### src/rtl/nim_turn_controller.sv
// Nim game sequencer: conditions the raw buttons, arbitrates one event per
// cycle and owns the piles, the turn, the row lock and win detection.
module nim_turn_controller #(
  parameter int unsigned DEBOUNCE_CYCLES = 1000000,
  parameter int unsigned PILE1_INIT      = 1,
  parameter int unsigned PILE2_INIT      = 3,
  parameter int unsigned PILE3_INIT      = 5,
  parameter int unsigned PILE4_INIT      = 7,
  parameter int unsigned MISERE          = 0
) (
  input  logic       clk,
  input  logic       reset,
  input  logic       new_game,
  input  logic [3:0] take_btn,
  input  logic       pass_btn,
  output logic [2:0] pile1,
  output logic [2:0] pile2,
  output logic [2:0] pile3,
  output logic [2:0] pile4,
  output logic [3:0] locked_row,
  output logic       player,
  output logic [2:0] take_count,
  output logic       game_over,
  output logic       winner,
  output logic [1:0] fsm_state
);

  localparam int unsigned NumBtn = 5;  // take_btn[3:0] plus pass_btn
  localparam int unsigned CntW   = $clog2(DEBOUNCE_CYCLES) + 1;

  localparam logic [1:0] TURN_START = 2'b00;
  localparam logic [1:0] TAKING     = 2'b01;
  localparam logic [1:0] GAME_OVER  = 2'b10;

  localparam logic [3:0][2:0] PileInit = {3'(PILE4_INIT), 3'(PILE3_INIT),
                                          3'(PILE2_INIT), 3'(PILE1_INIT)};

  // Piles are 3 bits wide; larger initial counts would silently truncate.
  if (PILE1_INIT > 7 || PILE2_INIT > 7 || PILE3_INIT > 7 || PILE4_INIT > 7) begin : gen_bad_init
    $error("nim_turn_controller: PILE*_INIT must be in 0..7");
  end

  // ---------------------------------------------------------------------------
  // Input conditioning
  // ---------------------------------------------------------------------------
  logic [NumBtn-1:0]           raw_btn;
  logic [NumBtn-1:0]           sync1_q, sync2_q;
  logic [NumBtn-1:0]           level_q, level_d;
  logic [NumBtn-1:0][CntW-1:0] cnt_q, cnt_d;
  logic [NumBtn-1:0]           pulse_q, pulse_d;

  assign raw_btn = {pass_btn, take_btn};

  // Two-flop synchronizer for every raw button.
  always_ff @(posedge clk or posedge reset) begin
    if (reset) begin
      sync1_q <= '0;
      sync2_q <= '0;
    end else begin
      sync1_q <= raw_btn;
      sync2_q <= sync1_q;
    end
  end

  // Debounce: count consecutive samples that disagree with the accepted level.
  always_comb begin
    level_d = level_q;
    cnt_d   = '0;
    pulse_d = '0;
    for (int i = 0; i < NumBtn; i++) begin
      if (sync2_q[i] != level_q[i]) begin
        cnt_d[i] = cnt_q[i] + CntW'(1);
        if (cnt_d[i] == CntW'(DEBOUNCE_CYCLES)) begin
          level_d[i] = ~level_q[i];
          cnt_d[i]   = '0;
        end
      end
      pulse_d[i] = level_d[i] & ~level_q[i];
    end
    if (new_game) begin
      level_d = '0;
      cnt_d   = '0;
      pulse_d = '0;
    end
  end

  // Debounce state and the registered one-cycle rising-edge pulses.
  always_ff @(posedge clk or posedge reset) begin
    if (reset) begin
      level_q <= '0;
      cnt_q   <= '0;
      pulse_q <= '0;
    end else begin
      level_q <= level_d;
      cnt_q   <= cnt_d;
      pulse_q <= pulse_d;
    end
  end

  // ---------------------------------------------------------------------------
  // Event arbitration: row4 > row3 > row2 > row1 > pass; losers are dropped.
  // ---------------------------------------------------------------------------
  logic [3:0] take_sel;
  logic       pass_ev;

  // Pick the single highest-priority pulse of this cycle.
  always_comb begin
    take_sel = 4'b0000;
    pass_ev  = 1'b0;
    if (pulse_q[3])      take_sel = 4'b1000;
    else if (pulse_q[2]) take_sel = 4'b0100;
    else if (pulse_q[1]) take_sel = 4'b0010;
    else if (pulse_q[0]) take_sel = 4'b0001;
    else                 pass_ev  = pulse_q[4];
  end

  // ---------------------------------------------------------------------------
  // Game state
  // ---------------------------------------------------------------------------
  logic [3:0][2:0] pile_q, pile_d;
  logic [3:0]      locked_q, locked_d;
  logic            player_q, player_d;
  logic [2:0]      take_q, take_d;
  logic            over_q, over_d;
  logic            winner_q, winner_d;
  logic [1:0]      state_q, state_d;
  logic            took;

  // Turn rules; game-over detection rides on the same edge as a decrement.
  always_comb begin
    pile_d   = pile_q;
    locked_d = locked_q;
    player_d = player_q;
    take_d   = take_q;
    over_d   = over_q;
    winner_d = winner_q;
    state_d  = state_q;
    took     = 1'b0;
    case (state_q)
      TURN_START: begin
        for (int r = 0; r < 4; r++) begin
          if (take_sel[r] && pile_q[r] != 3'd0) begin
            pile_d[r] = pile_q[r] - 3'd1;
            locked_d  = take_sel;
            take_d    = 3'd1;
            state_d   = TAKING;
            took      = 1'b1;
          end
        end
      end
      TAKING: begin
        for (int r = 0; r < 4; r++) begin
          if (take_sel[r] && locked_q[r] && pile_q[r] != 3'd0) begin
            pile_d[r] = pile_q[r] - 3'd1;
            take_d    = take_q + 3'd1;
            took      = 1'b1;
          end
        end
        if (pass_ev) begin
          player_d = ~player_q;
          locked_d = 4'b0000;
          take_d   = 3'd0;
          state_d  = TURN_START;
        end
      end
      GAME_OVER: ;
      default: state_d = TURN_START;
    endcase
    if (took && pile_d == '0) begin
      state_d  = GAME_OVER;
      over_d   = 1'b1;
      winner_d = player_q ^ 1'(MISERE);
      locked_d = 4'b0000;
    end
    if (new_game) begin
      pile_d   = PileInit;
      locked_d = 4'b0000;
      player_d = 1'b0;
      take_d   = 3'd0;
      over_d   = 1'b0;
      winner_d = 1'b0;
      state_d  = TURN_START;
    end
  end

  // Game state registers.
  always_ff @(posedge clk or posedge reset) begin
    if (reset) begin
      pile_q   <= PileInit;
      locked_q <= 4'b0000;
      player_q <= 1'b0;
      take_q   <= 3'd0;
      over_q   <= 1'b0;
      winner_q <= 1'b0;
      state_q  <= TURN_START;
    end else begin
      pile_q   <= pile_d;
      locked_q <= locked_d;
      player_q <= player_d;
      take_q   <= take_d;
      over_q   <= over_d;
      winner_q <= winner_d;
      state_q  <= state_d;
    end
  end

  assign pile1      = pile_q[0];
  assign pile2      = pile_q[1];
  assign pile3      = pile_q[2];
  assign pile4      = pile_q[3];
  assign locked_row = locked_q;
  assign player     = player_q;
  assign take_count = take_q;
  assign game_over  = over_q;
  assign winner     = winner_q;
  assign fsm_state  = state_q;

endmodule
### config.mk
export PLATFORM = sky130hd
export DESIGN_NAME = nim_turn_controller
export DESIGN_NICKNAME = d
export VERILOG_FILES = /design/src/rtl/nim_turn_controller.sv
export SDC_FILE = /design/constraint.sdc
export NUM_CORES = 1
export LEC_CHECK = 0
export BUFFER_PORTS_ARGS = -buffer_cell sky130_fd_sc_hd__buf_2
export CELL_PAD_IN_SITES_DETAIL_PLACEMENT = 0
export CELL_PAD_IN_SITES_GLOBAL_PLACEMENT = 1
export CORE_UTILIZATION = 40
export CTS_CLUSTER_DIAMETER = 40
export DETAILED_ROUTE_END_ITERATION = 7
export PLACE_DENSITY = 0.75
export SETUP_SLACK_MARGIN = 0.15
export SLEW_MARGIN = 25
export SYNTH_ARGS = -nofsm -noshare
export SYNTH_HDL_FRONTEND = slang
export SYNTH_SLANG_ARGS = --single-unit
export TNS_END_PERCENT = 20
### constraint.sdc
create_clock -name clk -period 6.76 [get_ports clk]
set_clock_uncertainty 0.1 [all_clocks]
set_input_delay 1.014 -clock clk [delete_from_list [all_inputs] [get_ports clk]]
set_output_delay 1.014 -clock clk [all_outputs]
set_load 0.02 [all_outputs]
==> flow_summary.json, run 1 <==
{
  "post-route-period-util_pct": 44.3,
  "hp-class": "reg2reg",
  "cts_tree": "built",
  "final_max_slew_viol_count": 0,
  "gr-usage-met3_pct": 4.06,
  "root_buffer": "clkbuf_16",
  "power_mw": 1.97,
  "grt-busiest-layer": "met2",
  "cp.arrival_ps": 3170,
  "synthArstFlopShare_pct": 100,
  "max_freq_mhz": 334,
  "grt_max_degree": 87,
  "drt_iter0_drc": 329,
  "dp_hpwl_mm": 12.3,
  "post_dp_cell_area_um2": 8700,
  "io_pins": 32,
  "grt_usage_pct": 17.9,
  "relSlewSlack_pct": 43.2,
  "yosys_register_bits": 149,
  "hold_viol": 0,
  "vias_per_cell": 5.28,
  "rows": 52,
  "antenna_found_initial": 0,
  "fin_area_um2": 9350,
  "netlist_instances": 894,
  "yosysTopAreaCell": "dfrtp_1",
  "cpMaxStageDelayCell": "or4_1",
  "fin_crit_ps": 2990,
  "vdd_drop_max_v": 0.000162,
  "grt_pass1_wl_mm": 31.1,
  "ys_seq_area_share_pct": 44.8,
  "wl_per_cell_um": 14.9,
  "path_class": "reg2reg",
  "multiInputGateArea_um2": 4350,
  "drive_above_1_share_pct": 10.0,
  "port_buffers": 31,
  "path_clk_slew_ps": 70,
  "cp_cell_sequence": "nand3_2 > or4_1 > a221oi_2 > and4_1 > and4bb_1 > or2_1 > nor2_1",
  "h-tree-depth": 4,
  "synth.avg_cell_area_um2": 9.34,
  "instances_no_fill": 1199,
  "clk_latency_ps": 420,
  "cts.sinks": 149,
  "nNetsFinal": 938,
  "setup_viol": 0,
  "worst_setup_path_start_kind": "flop",
  "crit_required_ps": 6940,
  "overflow": 0,
  "synthesis.nets": 916,
  "final_common_cell": "dfrtp_1",
  "setup_tns_ps": 0,
  "met1_usage_pct": 25.8,
  "clk_path_buf_depth": 2,
  "yosysWarnings": 0,
  "synth_area_um2": 8350,
  "yosysTopAreaCellShare_pct": 42.3,
  "rsz0062_at_grt": "false",
  "drv_cap": 0,
  "placedCellCount": 1167,
  "ys.flop_type": "dfrtp_1",
  "cp-end-kind": "flop",
  "initial_utilization_pct": 41.0,
  "crit_fanout": 19,
  "crit_start": "cnt_q[45]",
  "postCtsSetupBuffers": 0,
  "area.growth.synth_to_final_pct": 11.9,
  "cts_hold_buf": 0,
  "tightest_slew_ps": 844,
  "cpPeakStageDelay_ps": 630,
  "wl_mm": 17.8,
  "gp_congestion": 0.795,
  "synthDistinctLibCells": 73,
  "p_leak_nw": 3.77,
  "min_from": "sync1_q[4]",
  "synth_edf_count": 0,
  "ant_nets": 0,
  "nFillCells": 1936,
  "post_cts_resized": 0,
  "die_y_um": 146,
  "grt_pass1_vias": 6174,
  "die_width_um": 146,
  "outcome": "finished, final reports clean",
  "drtPass1Iterations": 5,
  "synth.area.top_cells": "dfrtp_1, xnor2_1, nor2_1",
  "cts_buffers": 17,
  "worstReg2RegStart": "cnt_q[45]",
  "power_density_nw_per_um2": 211,
  "final_cell_mix": "dfrtp_1, nor2_1, nand2_1, xnor2_1, nand3_1",
  "die_area_um2": 21500,
  "use_met2_pct": 26.6,
  "register_area_um2": 3740,
  "num_antenna_cells": 0,
  "post-route-drc-count": 0,
  "vias": 6336,
  "core_area_um2": 20400
}
worst paths after layout:
path                              end  slack, ps  cells past startpoint
setup / recovery            cnt_q[51]       3770                      7
max in group asynchronous   cnt_q[80]       4600                      3
hold / removal             sync2_q[4]        250                      0
hold reg to reg            sync2_q[4]        250                      0
min in group asynchronous  sync2_q[4]        640                      2
setup reg to reg            cnt_q[51]       3770                      7
kinds of logic after synthesis:
group | count (synthesis) | share of synthesized area (%)
AO/OA/AOI/OAI | 84 | 7.22
XOR/XNOR | 114 | 12.0
adder cells (fa/ha/maj) | 14 | 2.10
buffers and inverters | 58 | 3.19
flip-flops | 149 | 44.8
multiplexers | 11 | 1.35
AND/OR/NAND/NOR | 464 | 29.4
state kept, by name, summed over array words and instances, names as in the netlist:
signal / count
sync2_q: 5
pulse_q: 5
pile2: 3
locked_row: 4
pile1: 3
sync1_q: 5
cnt_q: 105
level_q: 5
game_over: 1
player: 1
fsm_state: 2
winner: 1
pile3: 3
pile4: 3
take_count: 3
cell type report:
cell class	instances	share of cell area (%)
multi-input combinational	687	46.6
sequential	149	40.0
clock buffer	18	4.70
tap	270	3.61
clock inverter	14	2.16
timing repair buffer	32	1.74
inverter	29	1.22
Yosys cell counts (15+ instances only):
cell and count:
xor2_1 48, nor3_1 39, and3_1 23, nand3_1 65, nand2_1 67, a21oi_1 15
o21ai_0 15, nor4_1 16, nor2_1 135, nand4_1 21, xnor2_1 66, inv_1 28
dfrtp_1 141
stage by stage:
step	worst slack [ps]	utilization [%]	hold WS (ps)
after floorplan	1650	-	231
after global placement	3500	42.7	234
after detailed placement	3400	42.7	236
after CTS	3650	45.9	251
after global routing	3330	45.9	252
final	3770	45.9	251
routing by layer:
metal  routed length (um)  share of wire [%]
met5                    0                  0
met4                  248                1.4
met3                  606                3.4
met2                 7800                 44
met1                 9190                 52
where the power goes:
part / internal [mW] / switching [mW]
Clock: 0.632 / 0.390
Combinational: 0.00695 / 0.0356
Sequential: 0.898 / 0.00495
Total: 1.54 / 0.431
worst max-delay path, delay by kind of cell, from the launching register on:
kind             cells  cell delay [ps]
AO/OA/AOI/OAI        1              280
flip-flops           1              450
AND/OR/NAND/NOR      6             2010
Power figures use the tool's default switching activity.
==> run 2, diff against run 1 <==
--- a/config.mk
+++ b/config.mk
@@ -11,7 +11,7 @@
 export CORE_UTILIZATION = 40
 export CTS_CLUSTER_DIAMETER = 40
 export DETAILED_ROUTE_END_ITERATION = 7
-export PLACE_DENSITY = 0.75
+export PLACE_DENSITY = 0.77
 export SETUP_SLACK_MARGIN = 0.15
 export SLEW_MARGIN = 25
 export SYNTH_ARGS = -nofsm -noshare
==> constraint.sdc (replaced) <==
create_clock -name clk -period 2.45 [get_ports clk]
set_clock_uncertainty 0.1 [all_clocks]
set_input_delay 0.3675 -clock clk [delete_from_list [all_inputs] [get_ports clk]]
set_output_delay 0.3675 -clock clk [all_outputs]
set_load 0.02 [all_outputs]
==> run 2 against run 1 <==
Flip-flop and latch count unchanged. Via count increased by 13%. Count of clock-buffer cells in the layout increased by 2. Critical path depth increased by 3. Largest cell class unchanged. Largest power group unchanged.
==> flow_summary.json, run 2 (synthesized netlist as in run 1, its figures left out) <==
{
  "io_pins": 32,
  "cts.sinks": 149,
  "path_class": "reg2reg",
  "grt_usage_pct": 19.2,
  "die_width_um": 146,
  "drive_above_1_share_pct": 35.6,
  "worst_setup_path_start_kind": "flop",
  "crit_fanout": 5,
  "vias": 7129,
  "tightest_slew_ps": 525,
  "cts_buffers": 17,
  "cts_tree": "built",
  "cpMaxStageDelayCell": "dfrtp_1",
  "path_clk_slew_ps": 60,
  "root_buffer": "clkbuf_16",
  "final_cell_mix": "buf_4, dfrtp_1, nor2_1, xnor2_1, nand2_1",
  "clk_path_buf_depth": 2,
  "rsz0062_at_grt": "true",
  "gp_congestion": 0.861,
  "antenna_found_initial": 0,
  "drv_cap": 0,
  "outcome": "finished, final reports clean",
  "core_area_um2": 20400,
  "critPathTopFamily": "simple AND/OR/NAND/NOR gates",
  "power_density_nw_per_um2": 469,
  "setup_tns_ps": 0,
  "vdd_drop_max_v": 0.000363,
  "post-route-period-util_pct": 98.5,
  "grt_pass1_wl_mm": 33.3,
  "overflow": 0,
  "die_area_um2": 21500,
  "cpPeakStageDelay_ps": 430,
  "cp.arrival_ps": 2620,
  "cp-end-kind": "flop",
  "vias_per_cell": 5.25,
  "final_common_cell": "buf_4",
  "grt_max_degree": 58,
  "h-tree-depth": 4,
  "relSlewSlack_pct": 64.9,
  "fin_crit_ps": 2410,
  "worstReg2RegStart": "cnt_q[5]",
  "num_antenna_cells": 0,
  "hold_viol": 0,
  "dp_hpwl_mm": 13.7,
  "crit_start": "cnt_q[5]",
  "wl_mm": 20.4,
  "max_freq_mhz": 414,
  "cp_cell_sequence": "nand3_2 > buf_6 > nor4_4 > buf_4 > mux2i_1 > o221a_2 > nand4_1 > nand2_4 > clkbuf_16 > nor2_2",
  "initial_utilization_pct": 41.0,
  "setup_viol": 0,
  "final_max_slew_viol_count": 0,
  "drt_iter0_drc": 346,
  "min_from": "new_game",
  "post-route-drc-count": 0,
  "postLayoutCoreUtil_pct": 56.6,
  "die_y_um": 146,
  "area.growth.synth_to_final_pct": 38.0,
  "hp-class": "in2reg",
  "port_buffers": 31,
  "grt_pass1_vias": 6815,
  "wl_per_cell_um": 15.0,
  "p_leak_nw": 4.78,
  "ant_nets": 0,
  "crit_required_ps": 2660,
  "drtPass1Iterations": 4,
  "largest_register_ffs": 105,
  "nNetsFinal": 1097,
  "cp_num_buf_inv": 3,
  "rows": 52,
  "regMostFlops": "cnt_q",
  "clk_latency_ps": 430
}
==> run 2: worst paths after layout <==
path / end / slack, ps / depth (start not counted)
min reg2reg: sync2_q[1] / 250 / 0
max reg2reg: cnt_q[18] / 40 / 10
min in group asynchronous: cnt_q[47] / 430 / 3
min: take_count[0] / 190 / 2
max: cnt_q[18] / 40 / 10
max in group asynchronous: pile3[0] / 1130 / 4
==> run 2: layout make-up <==
cell class              count  area [um^2]
clock inverters            12          154
multi-input cells         687         5180
fillers                  1736         8840
inverters                  29          113
flip-flops and latches    149         3750
well taps                 270          338
clock buffers              20          457
repair buffers            191         1530
==> run 2: per-stage QoR <==
step / cell area (um^2) / hold WS (ps) / setup slack, ps / cells / power [mW]
after CTS: 10600 / 168 / 89.3 / 1343 / 5.45
after global routing: 11500 / 180 / -67.4 / 1358 / 5.61
final: 11500 / 189 / 37.4 / 1358 / 5.41
after detailed placement: 9740 / 240 / -2.27 / 1292 / 2.70
after floorplan: 8370 / 231 / 69.4 / 894 / 2.62
after global placement: 9740 / 233 / 19.7 / 1292 / 2.70
==> run 2: power by group <==
group	internal (mW)	total [mW]	switching (mW)
Clock	1.65	2.71	1.06
Sequential	2.48	2.50	0.0174
Combinational	0.0734	0.202	0.129
==> run 2: timing repair <==
item / CTS / global route
gates resized for setup: 35 / 173
hold buffers: 6 / 0
pin swaps: 23 / 58
setup buffers: 12 / 13
endpoints found under the setup margin: 105 / 110
cloned: 1 / 2
hold endpoints to repair: 24 / 0
==> run 2: routing by layer <==
layer	global-route usage (%)	wire, um	up-vias
met4	5.94	225	0
li1	-	-	3531
met3	4.00	581	20
met1	25.6	9510	3500
met2	31.1	10000	78
met5	0	0	-
